### src/rtl/hazard_pkg.sv
// Shared types and constants for the pipeline hazard controller.
// Optional statistics counters are enabled with HAZARD_STATS_EN.
package hazard_pkg;

    typedef enum logic [1:0] {
        RUN        = 2'd0,
        MEM_WAIT   = 2'd1,
        FLUSH_PEND = 2'd2
    } hz_state_t;

    localparam logic [5:0] OP_RTYPE   = 6'b000000;
    localparam logic [5:0] OP_SW      = 6'b101011;
    localparam logic [1:0] S_DATA_MEM = 2'b01;

    typedef struct packed {
        logic pc_hold;
        logic if_id_hold;
        logic if_id_flush;
        logic id_exe_hold;
        logic id_exe_flush;
        logic exe_mem_hold;
        logic mem_wb_flush;
    } hz_ctrl_t;

    localparam hz_ctrl_t CTRL_NONE    = '{default: 1'b0};
    localparam hz_ctrl_t CTRL_RESET   = '{if_id_flush: 1'b1, id_exe_flush: 1'b1,
                                          mem_wb_flush: 1'b1, default: 1'b0};
    localparam hz_ctrl_t CTRL_MEMWAIT = '{pc_hold: 1'b1, if_id_hold: 1'b1, id_exe_hold: 1'b1,
                                          exe_mem_hold: 1'b1, mem_wb_flush: 1'b1, default: 1'b0};
    localparam hz_ctrl_t CTRL_BRANCH  = '{if_id_flush: 1'b1, id_exe_flush: 1'b1, default: 1'b0};
    localparam hz_ctrl_t CTRL_LOADUSE = '{pc_hold: 1'b1, if_id_hold: 1'b1, id_exe_flush: 1'b1,
                                          default: 1'b0};
    localparam hz_ctrl_t CTRL_ABORT   = '{mem_wb_flush: 1'b1, default: 1'b0};

endpackage

### src/rtl/hazard_loaduse_cmp.sv
// Combinational load-use detector: ID-stage sources against an in-flight EXE load.
module hazard_loaduse_cmp
    import hazard_pkg::*;
(
    input  logic [4:0] rs,
    input  logic [4:0] rt,
    input  logic [5:0] op,
    input  logic [4:0] exe_num_write,
    input  logic       exe_reg_write,
    input  logic [1:0] exe_s_data_write,
    output logic       hit
);

    logic exe_is_load;
    logic rt_is_source;

    // rt is only a source for R-type ALU ops and stores; I-type ops write it.
    assign exe_is_load  = exe_reg_write && (exe_s_data_write == S_DATA_MEM) && (exe_num_write != 5'd0);
    assign rt_is_source = (op == OP_RTYPE) || (op == OP_SW);
    assign hit = exe_is_load &&
                 ((exe_num_write == rs) || ((exe_num_write == rt) && rt_is_source));

endmodule

### src/rtl/pipeline_hazard_ctrl.sv
// Stall/flush scheduler for the 5-stage pipeline: memory wait > branch flush > load-use.
// Define HAZARD_STATS_EN to add stall_cycles / flush_events counters.
module pipeline_hazard_ctrl
    import hazard_pkg::*;
#(
    parameter int MEM_TIMEOUT = 64,
    parameter int CNT_W       = 7
) (
    input  logic        clk,
    input  logic        rst,
    input  logic [4:0]  rs,
    input  logic [4:0]  rt,
    input  logic [5:0]  op,
    input  logic [4:0]  EXE_num_write,
    input  logic        EXE_reg_write,
    input  logic [1:0]  EXE_s_data_write,
    input  logic        EXE_branch_taken,
    input  logic        MEM_req,
    input  logic        MEM_ready,
    output logic        pc_hold,
    output logic        IF_ID_hold,
    output logic        IF_ID_flush,
    output logic        ID_EXE_hold,
    output logic        ID_EXE_flush,
    output logic        EXE_MEM_hold,
    output logic        MEM_WB_flush,
`ifdef HAZARD_STATS_EN
    output logic [31:0] stall_cycles,
    output logic [31:0] flush_events,
`endif
    output logic        mem_timeout
);

    localparam logic [CNT_W-1:0] CNT_LIMIT = CNT_W'(MEM_TIMEOUT);

    hz_state_t        state;
    logic [CNT_W-1:0] wait_cnt;
    logic             branch_pend;
    logic             lu_hit;
    logic             mem_stall;
    logic             wait_tmo;
    logic             wait_done;
    hz_ctrl_t         ctrl;

    hazard_loaduse_cmp u_lu (
        .rs               (rs),
        .rt               (rt),
        .op               (op),
        .exe_num_write    (EXE_num_write),
        .exe_reg_write    (EXE_reg_write),
        .exe_s_data_write (EXE_s_data_write),
        .hit              (lu_hit)
    );

    assign mem_stall = MEM_req && !MEM_ready;
    // A ready in the final cycle wins over the abort.
    assign wait_tmo  = (state == MEM_WAIT) && mem_stall && (wait_cnt == CNT_LIMIT);
    assign wait_done = !mem_stall || wait_tmo;

    always_comb begin
        ctrl = CTRL_NONE;
        if (rst) begin
            ctrl = CTRL_RESET;
        end else begin
            unique case (state)
                RUN: begin
                    if (mem_stall)             ctrl = CTRL_MEMWAIT;
                    else if (EXE_branch_taken) ctrl = CTRL_BRANCH;
                    else if (lu_hit)           ctrl = CTRL_LOADUSE;
                end
                MEM_WAIT: begin
                    if (wait_tmo)        ctrl = CTRL_ABORT;
                    else if (!wait_done) ctrl = CTRL_MEMWAIT;
                end
                FLUSH_PEND: ctrl = CTRL_BRANCH;
                default:    ctrl = CTRL_NONE;
            endcase
        end
    end

    assign pc_hold      = ctrl.pc_hold;
    assign IF_ID_hold   = ctrl.if_id_hold;
    assign IF_ID_flush  = ctrl.if_id_flush;
    assign ID_EXE_hold  = ctrl.id_exe_hold;
    assign ID_EXE_flush = ctrl.id_exe_flush;
    assign EXE_MEM_hold = ctrl.exe_mem_hold;
    assign MEM_WB_flush = ctrl.mem_wb_flush;

    always_ff @(posedge clk or posedge rst) begin
        if (rst) begin
            state       <= RUN;
            wait_cnt    <= '0;
            branch_pend <= 1'b0;
            mem_timeout <= 1'b0;
        end else begin
            unique case (state)
                RUN: begin
                    if (mem_stall) begin
                        state       <= MEM_WAIT;
                        wait_cnt    <= CNT_W'(1);
                        branch_pend <= EXE_branch_taken;
                    end
                end
                MEM_WAIT: begin
                    if (wait_done) begin
                        state    <= branch_pend ? FLUSH_PEND : RUN;
                        wait_cnt <= '0;
                        if (wait_tmo) mem_timeout <= 1'b1;
                    end else if (wait_cnt != '1) begin
                        wait_cnt <= wait_cnt + CNT_W'(1);
                    end
                end
                FLUSH_PEND: begin
                    branch_pend <= 1'b0;
                    state       <= RUN;
                end
                default: state <= RUN;
            endcase
        end
    end

`ifdef HAZARD_STATS_EN
    always_ff @(posedge clk or posedge rst) begin
        if (rst) begin
            stall_cycles <= '0;
            flush_events <= '0;
        end else begin
            if (pc_hold)     stall_cycles <= stall_cycles + 32'd1;
            if (IF_ID_flush) flush_events <= flush_events + 32'd1;
        end
    end
`endif

endmodule

### config.mk
export PLATFORM = sky130hd
export DESIGN_NAME = pipeline_hazard_ctrl
export DESIGN_NICKNAME = d
export VERILOG_FILES = /design/src/rtl/hazard_pkg.sv /design/src/rtl/hazard_loaduse_cmp.sv /design/src/rtl/pipeline_hazard_ctrl.sv
export SDC_FILE = /design/constraint.sdc
export NUM_CORES = 1
export LEC_CHECK = 0
export BUFFER_PORTS_ARGS = -buffer_cell sky130_fd_sc_hd__buf_2
export CORE_MARGIN = 3
export CORE_UTILIZATION = 51
export CTS_CLUSTER_DIAMETER = 60
export DETAILED_ROUTE_END_ITERATION = 8
export PLACE_DENSITY = 0.95
export SLEW_MARGIN = 5
export SYNTH_ARGS = -nofsm -noshare
export SYNTH_HDL_FRONTEND = slang
export SYNTH_SLANG_ARGS = --single-unit
### constraint.sdc
create_clock -name clk -period 3.3 [get_ports clk]
set_clock_uncertainty 0.1 [all_clocks]
set_input_delay 0.33 -clock clk [delete_from_list [all_inputs] [get_ports clk]]
set_output_delay 0.33 -clock clk [all_outputs]
set_load 0.02 [all_outputs]
==> impl_metrics.yaml <==
floorplanning:
  start_util_pct: 57.1
  die_h_um: 48
  core_mm2: 0.00158
  num_rows: 14
  die_w_um: 48
  dieArea_mm2: 0.00230
  io-pin-count: 37
synthesis:
  yosysMostFrequentCell: "dfrtp_1"
  avgSynthCellArea_um2: 9.00
  yosys_warnings: 0
  synth_top_flop_cell: "dfrtp_1"
  syn_inst: 100
  yosysSeqAreaShare_pct: 30.6
  synthArstFlopShare_pct: 100
  synth_area_um2: 900
  synthTopCellsByCount: "dfrtp_1 (11), a21oi_1 (8), inv_1 (6), o21ai_0 (6), xnor2_1 (6)"
  synth_edf_count: 0
  ys_ff_latch: 11
  synth_cell_types: 39
  synth.area.top_cells: "dfrtp_1 (31%), xnor2_1 (5.8%), xor2_1 (4.9%), a21oi_1 (4.5%), o21ai_0 (3.3%)"
  yosysTopAreaCell: "dfrtp_1"
  synth_top_area_share_pct: 30.6
  syn_nets: 131
timing:
  slew_violations: 0
  maxSlewHeadroom_pct: 67.6
  hold_viol: 0
  setup_viol: 0
  tightest_slew_ps: 485
  fin_crit_sh_pct: 76.6
  finalWorstSetupSlack_ps: 772
  min_period_ps: 2530
  tns_ps: 0
  rsz0062_at_grt: "false"
  max_freq_mhz: 396
finish:
  final_nets: 167
  areaGrowthSynthToFinish_pct: 21.1
  layout-drive-gt1-share_pct: 32.6
  antenna_cells: 0
clock_tree:
  clk_pin_slew_ps: 70
  hold_buffers: 1
  clockBufferDepth: 2
  cts_sinks: 11
  h-tree-depth: 1
  post_cts_buffers: 0
  clk_latency_ps: 270
  cts.repair.resized: 0
  cts_tree: "yes"
  clockRootBuffer: "clkbuf_4"
  numCtsBuffers: 3
power:
  irDropWorstVdd_mv: 0.161
  power.density_mw_per_mm2: 304
  p_leak_nw: 0.485
critical_path:
  critPathKind: "register to output port"
  start_kind: "register"
  critPathSlowestCell: "dfrtp_1"
  required_ps: 2870
  slowest_delay_ps: 410
  crit_buf_inv: 2
  cp_top_family: "compound AO/OA/AOI/OAI gates"
  critPathCaptureType: "output port"
  critPathMaxFanout: 5
  r2r_start: "wait_cnt[0]"
  crit_path_start: "wait_cnt[0]"
  crit_chain: "inv_1, ha_1, and4bb_4, a311oi_1, nand2_1, o41ai_1, buf_2"
  crit_arrival_ps: 2100
routing:
  drtIter0Drc: 42
  via_per_inst: 6.49
  dr.pass1.iters: 5
  drc: 0
  wl_per_cell_um: 17.0
  drt_wl_total_um: 2560
  vias: 980
  ant_nets: 0
placement:
  detailed_place_hpwl_um: 1960
  gp_congestion: 0.845
  post-place-ws_ps: 1150
  io_buffers: 36
grt:
  grt-ovfl-total: 0
  grt_pass1_vias: 923
  antenna_found_initial: 0
  grt_pass1_wl_um: 3880
  grt_max_degree: 15
  groute.usage.overall_pct: 23.7
worst_hold_path:
  hold_start: "EXE_branch_taken"
  hold_path.class: "input port to register"
status:
  outcome: "completed"
flow_run:
  cap_viol_max_count: 0
## area by class of cell
class / count / area, um^2
timing repair buffer: 37 / 190
fill: 124 / 487
tap: 16 / 20.0
multi-input combinational: 77 / 556
inverter: 6 / 22.5
sequential: 11 / 275
clock buffer: 4 / 26.3
## routing by layer
layer	track usage (%)	routed length, um	vias to the layer above
li1	-	-	446
met1	26.4	919	459
met2	43.3	1370	63
met3	7.52	201	12
met4	5.91	70	0
met5	0	0	-
## stage by stage
| step | hold WS [ps] | total power [mW] | area, um^2 | utilization, % | cells |
|---|---|---|---|---|---|
| floorplan | 102 | 0.203 | 900 | - | 100 |
| global placement | 282 | 0.233 | 1050 | 66.8 | 146 |
| detailed placement | 285 | 0.239 | 1050 | 66.8 | 146 |
| CTS | 248 | 0.330 | 1090 | 69.1 | 151 |
| global route | 254 | 0.347 | 1090 | 69.1 | 151 |
| finish | 247 | 0.331 | 1090 | 69.1 | 151 |
## sequential cells by signal, summed over array words and instances (netlist names)
signal,flops
state,2
wait_cnt,7
branch_pend,1
mem_timeout,1
## where the power goes
part           internal (mW)  switching (mW)
Combinational         0.0401          0.0481
Clock                 0.0468          0.0439
Sequential             0.142          0.0103
Total                  0.229           0.102
## final timing paths
kind | to | slack [ps] | cells past startpoint
min in group asynchronous | branch_pend | 540 | 3
min | branch_pend | 250 | 2
max | pc_hold | 770 | 7
min reg2reg | mem_timeout | 390 | 1
max reg2reg | wait_cnt[3] | 1550 | 6
max in group asynchronous | wait_cnt[3] | 2230 | 3
## kinds of logic after synthesis
family	count (synthesis)	share of synthesized area (%)
AOI/OAI and AO/OA	37	29.2
xor gates and xnor gates	11	10.7
adders and majority gates	2	2.78
buffers and inverters	12	7.65
DFF	11	30.6
and+or+nand+nor	27	19.1
## cell usage in the layout, fill, tap and decap left out, drive strengths merged, types with 2 or more instances in the layout
cell type  instances
nand2b             2
clkbuf             4
o21bai             2
a31oi              3
inv                6
a311oi             2
a21o               3
o21ai              8
o41ai              2
ha                 2
nor3               2
nand2              5
dfrtp             11
xnor2              6
a21oi              9
nand4              3
nand3              3
buf               36
a32o               2
xor2               5
o2bb2ai            2
nor2               4
## worst register-to-register path, cell delays in order (launching register included)
cell,delay [ps]
dfrtp_1,430
inv_1,120
ha_1,160
and4bb_4,260
a21o_1,230
o21ai_0,140
a21o_1,200
No activity file was read; power rests on OpenSTA's default activity.
